`src/rtl/uart_rx.sv`:
```
// 8N1 UART receiver. Rx is double-synchronized and sampled at mid-bit by
// a clock-cycle baud counter. Received bytes are handed to the core side
// through a valid/ack handshake, with framing-error and overrun status.
module uart_rx #(
  parameter int CLKS_PER_BIT = 868
) (
  input  logic       CLK,
  input  logic       reset,
  input  logic       Rx,
  input  logic       rx_ack,
  output logic [7:0] rx_data,
  output logic       rx_valid,
  output logic       frame_err,
  output logic       overrun,
  output logic       rx_busy
);

  localparam int CW = (CLKS_PER_BIT > 2) ? $clog2(CLKS_PER_BIT) : 1;
  localparam logic [CW-1:0] HALF_M1 = CW'(CLKS_PER_BIT/2 - 1);
  localparam logic [CW-1:0] FULL_M1 = CW'(CLKS_PER_BIT - 1);

  localparam logic [2:0] S_IDLE  = 3'd0;
  localparam logic [2:0] S_START = 3'd1;
  localparam logic [2:0] S_DATA  = 3'd2;
  localparam logic [2:0] S_STOP  = 3'd3;
  localparam logic [2:0] S_BRK   = 3'd4;

  logic          r_sync1, r_sync2;
  logic [2:0]    r_state;
  logic [CW-1:0] r_baud;
  logic [2:0]    r_bit;
  logic [7:0]    r_shift;
  logic [7:0]    r_data;
  logic          r_valid, r_fe, r_ovr;

  logic          w_rx_s;
  logic [2:0]    w_next;
  logic          w_sample;   // data-bit sample strobe
  logic          w_done;     // frame completes this cycle
  logic          w_fe;       // stop bit sampled low

  assign w_rx_s = r_sync2;

  // Two-flop synchronizer; resets to idle-high so reset never looks like a start bit
  always_ff @(posedge CLK or negedge reset) begin
    if (!reset) begin
      r_sync1 <= 1'b1;
      r_sync2 <= 1'b1;
    end else begin
      r_sync1 <= Rx;
      r_sync2 <= r_sync1;
    end
  end

  // Next-state decode and sample/complete strobes
  always_comb begin
    w_next   = r_state;
    w_sample = 1'b0;
    w_done   = 1'b0;
    w_fe     = 1'b0;
    case (r_state)
      S_IDLE:  if (!w_rx_s) w_next = S_START;
      S_START: if (r_baud == HALF_M1) w_next = w_rx_s ? S_IDLE : S_DATA;
      S_DATA: begin
        if (r_baud == FULL_M1) begin
          w_sample = 1'b1;
          if (r_bit == 3'd7) w_next = S_STOP;
        end
      end
      S_STOP: begin
        if (r_baud == FULL_M1) begin
          w_done = 1'b1;
          w_fe   = ~w_rx_s;
          w_next = w_rx_s ? S_IDLE : S_BRK;
        end
      end
      S_BRK:   if (w_rx_s) w_next = S_IDLE;
      default: w_next = S_IDLE;
    endcase
  end

  // FSM state, baud counter (cleared on every transition and at bit end), bit index, shifter
  always_ff @(posedge CLK or negedge reset) begin
    if (!reset) begin
      r_state <= S_IDLE;
      r_baud  <= '0;
      r_bit   <= '0;
      r_shift <= '0;
    end else begin
      r_state <= w_next;
      if (w_next != r_state || r_baud == FULL_M1 || r_state == S_IDLE || r_state == S_BRK)
        r_baud <= '0;
      else
        r_baud <= r_baud + CW'(1);
      if (r_state != S_DATA)
        r_bit <= '0;
      else if (w_sample)
        r_bit <= r_bit + 3'd1;
      if (w_sample)
        r_shift <= {w_rx_s, r_shift[7:1]};
    end
  end

  // Output handshake: completion wins over ack; an unread byte blocks the new one
  always_ff @(posedge CLK or negedge reset) begin
    if (!reset) begin
      r_data  <= 8'h00;
      r_valid <= 1'b0;
      r_fe    <= 1'b0;
      r_ovr   <= 1'b0;
    end else if (w_done) begin
      if (!r_valid || rx_ack) begin
        r_data  <= r_shift;
        r_valid <= 1'b1;
        r_fe    <= w_fe;
        r_ovr   <= 1'b0;
      end else begin
        r_ovr   <= 1'b1;
      end
    end else if (rx_ack && r_valid) begin
      r_valid <= 1'b0;
      r_fe    <= 1'b0;
      r_ovr   <= 1'b0;
    end
  end

  assign rx_data   = r_data;
  assign rx_valid  = r_valid;
  assign frame_err = r_fe;
  assign overrun   = r_ovr;
  assign rx_busy   = (r_state != S_IDLE);

endmodule

```
`config.mk`:
```
export PLATFORM = sky130hd
export DESIGN_NAME = uart_rx
export DESIGN_NICKNAME = d
export VERILOG_FILES = /design/src/rtl/uart_rx.sv
export SDC_FILE = /design/constraint.sdc
export NUM_CORES = 1
export LEC_CHECK = 0
export CAP_MARGIN = 10
export CORE_MARGIN = 2
export CORE_UTILIZATION = 50
export CTS_CLUSTER_SIZE = 30
export DETAILED_ROUTE_END_ITERATION = 8
export HOLD_SLACK_MARGIN = 0.05
export PLACE_DENSITY = 0.79
export SLEW_MARGIN = 5
export SYNTH_ARGS = -nofsm -noshare
export SYNTH_HDL_FRONTEND = slang
export SYNTH_SLANG_ARGS = --single-unit
```
`constraint.sdc`:
```
create_clock -name CLK -period 2.7 [get_ports CLK]
set_input_delay 0.27 -clock CLK [delete_from_list [all_inputs] [get_ports CLK]]
set_output_delay 0.27 -clock CLK [all_outputs]
set_load 0.03 [all_outputs]
```
==> results of run 1 <==
layout make-up:
class	instances	area share, %
sequential	37	46.67
multi-input combinational	94	36.42
timing repair buffer	16	7.925
clock inverter	3	3.459
tap	46	2.893
clock buffer	5	1.887
inverter	4	0.7547
state kept, by name (all words and copies together) (netlist names), 3 cells and up:
name and flops:
r_bit 3, rx_data 8, r_state 3, r_shift 8, r_baud 10
placed cells by master, fill, tap and decap left out, types with 4 or more instances in the layout:
cell	instances
clkdlybuf4s50_1	15
clkbuf_4	5
a21oi_1	5
dfrtp_1	35
xor2_1	6
nor3_1	9
nand3_1	4
nor2_1	10
mux2_2	16
ha_1	4
nand2_1	8
inv_1	4
through the flow:
stage,util [%],hold slack (ns)
3_5_place_dp,57.33,0.3514
4_1_cts,60.57,0.3174
5_1_grt,60.57,0.3136
2_1_floorplan,-,-0.02559
3_3_place_gp,57.33,0.3471
6_report,60.57,0.3206
cells by family after synthesis:
group,Yosys count
xor+xnor,9
compound gates,13
fa+ha+maj,4
mux,18
flops,37
buf+inv,6
simple gates,50
how the worst min path moves through the flow:
stage,to,slack [ns],cells past startpoint,from
after floorplan,frame_err,-0.03,0,reset
after global placement,r_sync2,0.35,0,r_sync1
after detailed placement,r_sync2,0.35,0,r_sync1
after CTS,r_sync1,0.32,1,Rx
after global routing,r_sync1,0.31,1,Rx
final,r_sync1,0.32,1,Rx
critical path, stage by stage (launching register included):
cell and delay, ns:
dfrtp_1 0.43, ha_1 0.27, nand4bb_2 0.21, or3_1 0.58, a31oi_4 0.40, nor3_1 0.09
metal layers:
metal,share of wire (%),GRT usage [%]
met1,43,23.57
met2,50,29.32
met3,3.9,4.555
met4,3.0,8.207
met5,0,0
synth_stat cells:
cell,n,area share (%)
a21oi_1,5,1.5
o21a_1,1,0.45
nor4_4,1,1.3
nand3b_1,1,0.45
mux2_2,16,11
inv_1,4,0.89
or2_2,2,0.74
and2_1,1,0.37
or3_1,1,0.37
or3_2,1,0.45
nand3_1,4,1.2
o31a_1,1,0.52
ha_1,4,3.0
xnor2_1,3,1.6
buf_6,1,0.67
or3b_2,2,1.0
and4_2,1,0.59
a31oi_1,2,0.74
nand2b_1,1,0.37
nor3_1,9,2.7
a32o_1,1,0.59
or3b_4,1,0.67
o21ai_0,2,0.59
nand4bb_2,1,0.97
mux2i_1,2,1.2
xor2_1,6,3.1
dfrtp_1,35,52
nand4_1,1,0.37
a31oi_4,1,1.3
nand2_1,8,1.8
nor4_1,2,0.74
buf_2,1,0.30
nor3b_1,1,0.45
dfstp_2,2,3.1
nor2_1,10,2.2
or3b_1,1,0.52
nor4bb_1,1,0.59
where the power goes:
| part | switching [mW] | leakage, nW | internal (mW) |
|---|---|---|---|
| Combinational | 0.0114 | 0.348 | 0.00529 |
| Sequential | 0.00150 | 0.495 | 0.557 |
| Clock | 0.192 | 0.0558 | 0.291 |
| Total | 0.205 | 0.899 | 0.853 |
==> metrics.txt, run 1 <==
status finished clean; die height 62.04 um; Worst Setup SP r_baud[0]; period utilization 78.51%; clock skew 0.01584 ns; yosys warns 0; worst hold path class input port to register; io pins 16; antenna viol nets, final 0; sequential cell area 928.4 um2; mapped cell area ~0.0017 mm2; CP endpoint kind register; register area share after synthesis 55.13%; CTS resizes 0; library cells used by synthesis 37; Sink Count 37; mux contribution to synthesized area 11.89%; Post-route DRC 0; root buffer cell clkbuf_4; post-CTS setup buffers 0; critical path capture point r_baud[6]; layout cell share with drive strength beyond 1 23.27%; post-synthesis xor/xnor area fraction 4.681%; f_max 471.8 MHz; Clock Path Buffers 2; CP required roughly 2.9 ns; WL per Instance 14.89 um; hold_buf cts 0; Post-Route WL just over 3000 um; Vias/cell approximately 5.5; Starting Density 51.28%; GRT overflow 0; First-pass DRT Iterations 4; worst skew pair latency 0.34 ns; layout net count 166; Worst VDD drop 371.1 uV; post-route cell area 0.001989 mm2; GRT Overall Usage ~18%; PortBufs 15; r2r setup slk 0.58 ns; Rows 21; post-synthesis simple-gate area fraction 17.83%; Tot Pwr 1.058 mW; Syn Inst Count roughly 140; largest family of logic cells by synthesized area simple AND/OR/NAND/NOR gates; RR Endpoint r_baud[6]; DR vias 1130; minimum clock period 2.120 ns; Placement Setup Slack 0.6201 ns; Final setup viols 0; final worst setup slack 0.5803 ns; Area growth, synth to finish 18.13%; critical path class register to register; critical path peak fanout 9; Worst-path clk slew 0.12 ns; setup TNS 0 ns; max_cap viols 0; Area after DPL 0.001883 mm2; cell total after placement 197; TritonCTS Buffers 5; core area ~0.0033 mm2; Synth Register Bits 37; syn nets around 150; largest net degree at the start of global routing 38; vias in the first global route approximately 1000; Critical Path Start Type register; Finished Layout Cells 205; die area 0.003848 mm2; worst r2r path cells 5; setup repair after global routing missed its margin false; die width 62.04 um; crit path DAT 2.32 ns; drt initial violations 51; P_leak 0.8987 nW; Fillers 259; H-tree depth 2; post-DP HPWL approximately 2200 um; final slew viol count 0; placer congestion estimate 0.7787; CTS tree yes; compound-cell area share of the yosys netlist ~5.6%; Power Density between 500 and 600 mW/mm2; FF-to-FF Start r_baud[0]; Final Hold Viols 0; Slew HR 58.71%; first-pass GRT wire length 4926 um; initial antenna violation count 0; Adder-Cell Fraction of Synth Area 2.972%; syn_area_per_cell 12.29 um2; Slew @ Worst Pin 0.6194 ns; ANT cells 0; area of the multi-input gates 724.4 um2
No activity file was read; power rests on OpenSTA's default activity.
==> inputs of run 2 (changes only) <==
- clock period: 2.7 -> 2 ns (I/O delays scaled with it)
==> run 2 against run 1 <==
  * Utilization is 0.72 points higher
  * Power grew 12%
  * Largest power group unchanged
  * Routed wire length grew 0.66%
  * Sequential share of layout area down 0.55 points
  * Critical path depth down 2
==> metrics.txt, run 2 (synthesis results as in run 1) <==
Flop pwr share 63.6% (was 52.8%); H-tree depth 2 (unchanged); post-route cell area 0.002013 mm2 (was 0.001989 mm2); CP required 1.80 ns (was 2.90 ns); TritonCTS Buffers 5 (unchanged); ANT cells 0 (unchanged); Post-route DRC 0 (unchanged); largest net degree at the start of global routing 38 (unchanged); r2r setup slk 0.10 ns (was 0.58 ns); post-DP HPWL 2277 um (was 2207 um); max_cap viols 0 (unchanged); final slew viol count 0 (unchanged); Slowest-stage cell, CP clkdlybuf4s50_1 (was or3_1); switch share 21.47% (was 19.34%); initial antenna violation count 0 (unchanged); Vias/cell 5.327 (was 5.512); critical path class register to primary output (was register to register); WP buf/inv 1 (was 0); die height 62.04 um (unchanged); Area after DPL 0.001928 mm2 (was 0.001883 mm2); CTS tree yes (unchanged); Placement Setup Slack 0.06761 ns (was 0.6201 ns); most frequent cells in the layout dfrtp_1, mux2_2, clkdlybuf4s50_1, nor2_1, nor3_1 (unchanged); Final Hold Viols 0 (unchanged); crit path DAT 1.72 ns (was 2.32 ns); f_max 520.7 MHz; combinational power share 1.9% (was 1.6%); antenna viol nets, final 0 (unchanged); die width 62.04 um (unchanged); critical path peak fanout 9 (unchanged); PortBufs 15 (unchanged); Fillers 269 (was 259); WL per Instance 14.56 um (was 14.89 um); Post-Route WL 3072 um (was 3052 um); Slew @ Worst Pin 0.4601 ns (was 0.6194 ns); hold slack 0.2660 ns (was 0.3206 ns); First-pass DRT Iterations 4 (unchanged); post-CTS setup buffers 0 (unchanged); GRT overflow 0 (unchanged); period utilization 96.03%; CP delay by family, top buffers and inverters (was simple AND/OR/NAND/NOR gates); Rows 21 (unchanged); DR vias 1124 (was 1130); crit-path max cell delay 0.66 ns (was 0.58 ns); Worst VDD drop 315.5 uV (was 371.1 uV); die area 0.003848 mm2 (unchanged); placer congestion estimate 0.8601 (was 0.7787); most common cell after layout, fill and taps aside dfrtp_1 (unchanged); max reg flops 10 (unchanged); Sink Count 37 (unchanged); setup repair after global routing missed its margin false (unchanged); Power Density 588.3 mW/mm2 (was 531.8 mW/mm2); Biggest register r_baud (unchanged); Critical Path Start Type register (unchanged); root buffer cell clkbuf_4 (unchanged); layout net count 172 (was 166); Slew HR 69.33% (was 58.71%); io pins 16 (unchanged); P_leak 0.9126 nW (was 0.8987 nW); FF-to-FF Start r_baud[0] (unchanged); setup TNS 0 ns (unchanged); Clock Path Buffers 2 (unchanged); drt initial violations 92 (was 51); Final setup viols 0 (unchanged); internal cell power 0.9300 mW (was 0.8534 mW); Starting Density 51.28% (unchanged); Psw 0.2543 mW (was 0.2047 mW); RR Endpoint frame_err (was r_baud[6]); critical path, cell by cell nor2_2 > nand2_1 > clkdlybuf4s50_1 (was ha_1 > nand4bb_2 > or3_1 > a31oi_4 > nor3_1); worst r2r path cells 5 (unchanged); worst hold path class input port to asynchronous set/reset pin (was input port to register); core area 0.003284 mm2 (unchanged); Clk network pwr share 34.5% (was 45.7%); CP endpoint kind primary output (was register); first-pass GRT wire length 4788 um (was 4926 um); Tot Pwr 1.184 mW (was 1.058 mW); GRT Overall Usage 17.62% (was 18.35%); clock skew 0.01069 ns (was 0.01584 ns); minimum clock period 1.921 ns; final worst setup slack 0.07936 ns (was 0.5803 ns); status finished clean (unchanged); layout cell share with drive strength beyond 1 28.48% (was 23.27%); Area growth, synth to finish 19.54% (was 18.13%); Worst-path clk slew 0.11 ns (was 0.12 ns); worst skew pair latency 0.33 ns (was 0.34 ns); vias in the first global route 1029 (was 1047)
==> run 2: routing by layer <==
layer  GRT usage, %  vias up  routed length (um)
met5              0        -                   0
met4          6.383        0                  27
met3          4.969        2                 128
met2          27.83       33                1563
met1          23.20      543                1352
li1               -      546                   -
==> run 2: through the flow <==
| stage | utilization (%) | cells |
|---|---|---|
| 2_1_floorplan | - | 137 |
| 3_3_place_gp | 58.70 | 203 |
| 3_5_place_dp | 58.70 | 203 |
| 4_1_cts | 60.69 | 211 |
| 5_1_grt | 61.30 | 211 |
| 6_report | 61.30 | 211 |
==> run 2: worst max-delay path by stage <==
stage / startpoint / to / slack [ns] / depth (start not counted)
after floorplan: r_baud[2] / frame_err / 0.14 / 5
after global placement: r_baud[0] / frame_err / 0.14 / 5
after detailed placement: r_baud[0] / frame_err / 0.07 / 5
after CTS: r_state[1] / rx_busy / 0.002 / 3
after global routing: r_state[1] / rx_busy / 0.005 / 3
final: r_state[1] / rx_busy / 0.08 / 3
==> run 2: area by class of cell <==
class                      instances  area [um2]  area share, %
clock buffer                       6       51.30          2.548
clock inverter                     2       13.76         0.6837
inverter                           4       15.01         0.7458
multi-input combinational         94       744.5          36.98
sequential                        37       928.4          46.12
tap                               46       57.56          2.859
timing repair buffer              22       202.7          10.07
==> run 2: timing repair <==
action | in CTS | in global routing
hold buffers | 0 | 0
setup endpoints to repair | 0 | 7
resized for setup | 0 | 4
==> run 2: power groups by stage <==
stage / Combinational (mW) / Sequential (mW) / Clock (mW)
after floorplan: 0.00116 / 0.767 / 0
after global placement: 0.0226 / 0.768 / 0
after detailed placement: 0.0232 / 0.768 / 0
after CTS: 0.0232 / 0.753 / 0.427
after global routing: 0.0255 / 0.754 / 0.456
final: 0.0223 / 0.753 / 0.409
==> inputs of run 3 (changes only) <==
- clock period: 2 -> 2.49 ns (I/O delays scaled with it)
==> results of run 3 <==
The final DEF is identical to that of run 1. Status: finished clean.
Among the figures that moved: setup slack after placement 0.6201 ns -> 0.4101 ns; setup slack after layout 0.5803 ns -> 0.3703 ns; hold slack 0.3206 ns -> 0.2996 ns; register-to-register setup slack 0.58 ns -> 0.37 ns; total power 1.058 mW -> 1.147 mW; worst IR drop on VDD 371.1 uV -> 402.4 uV
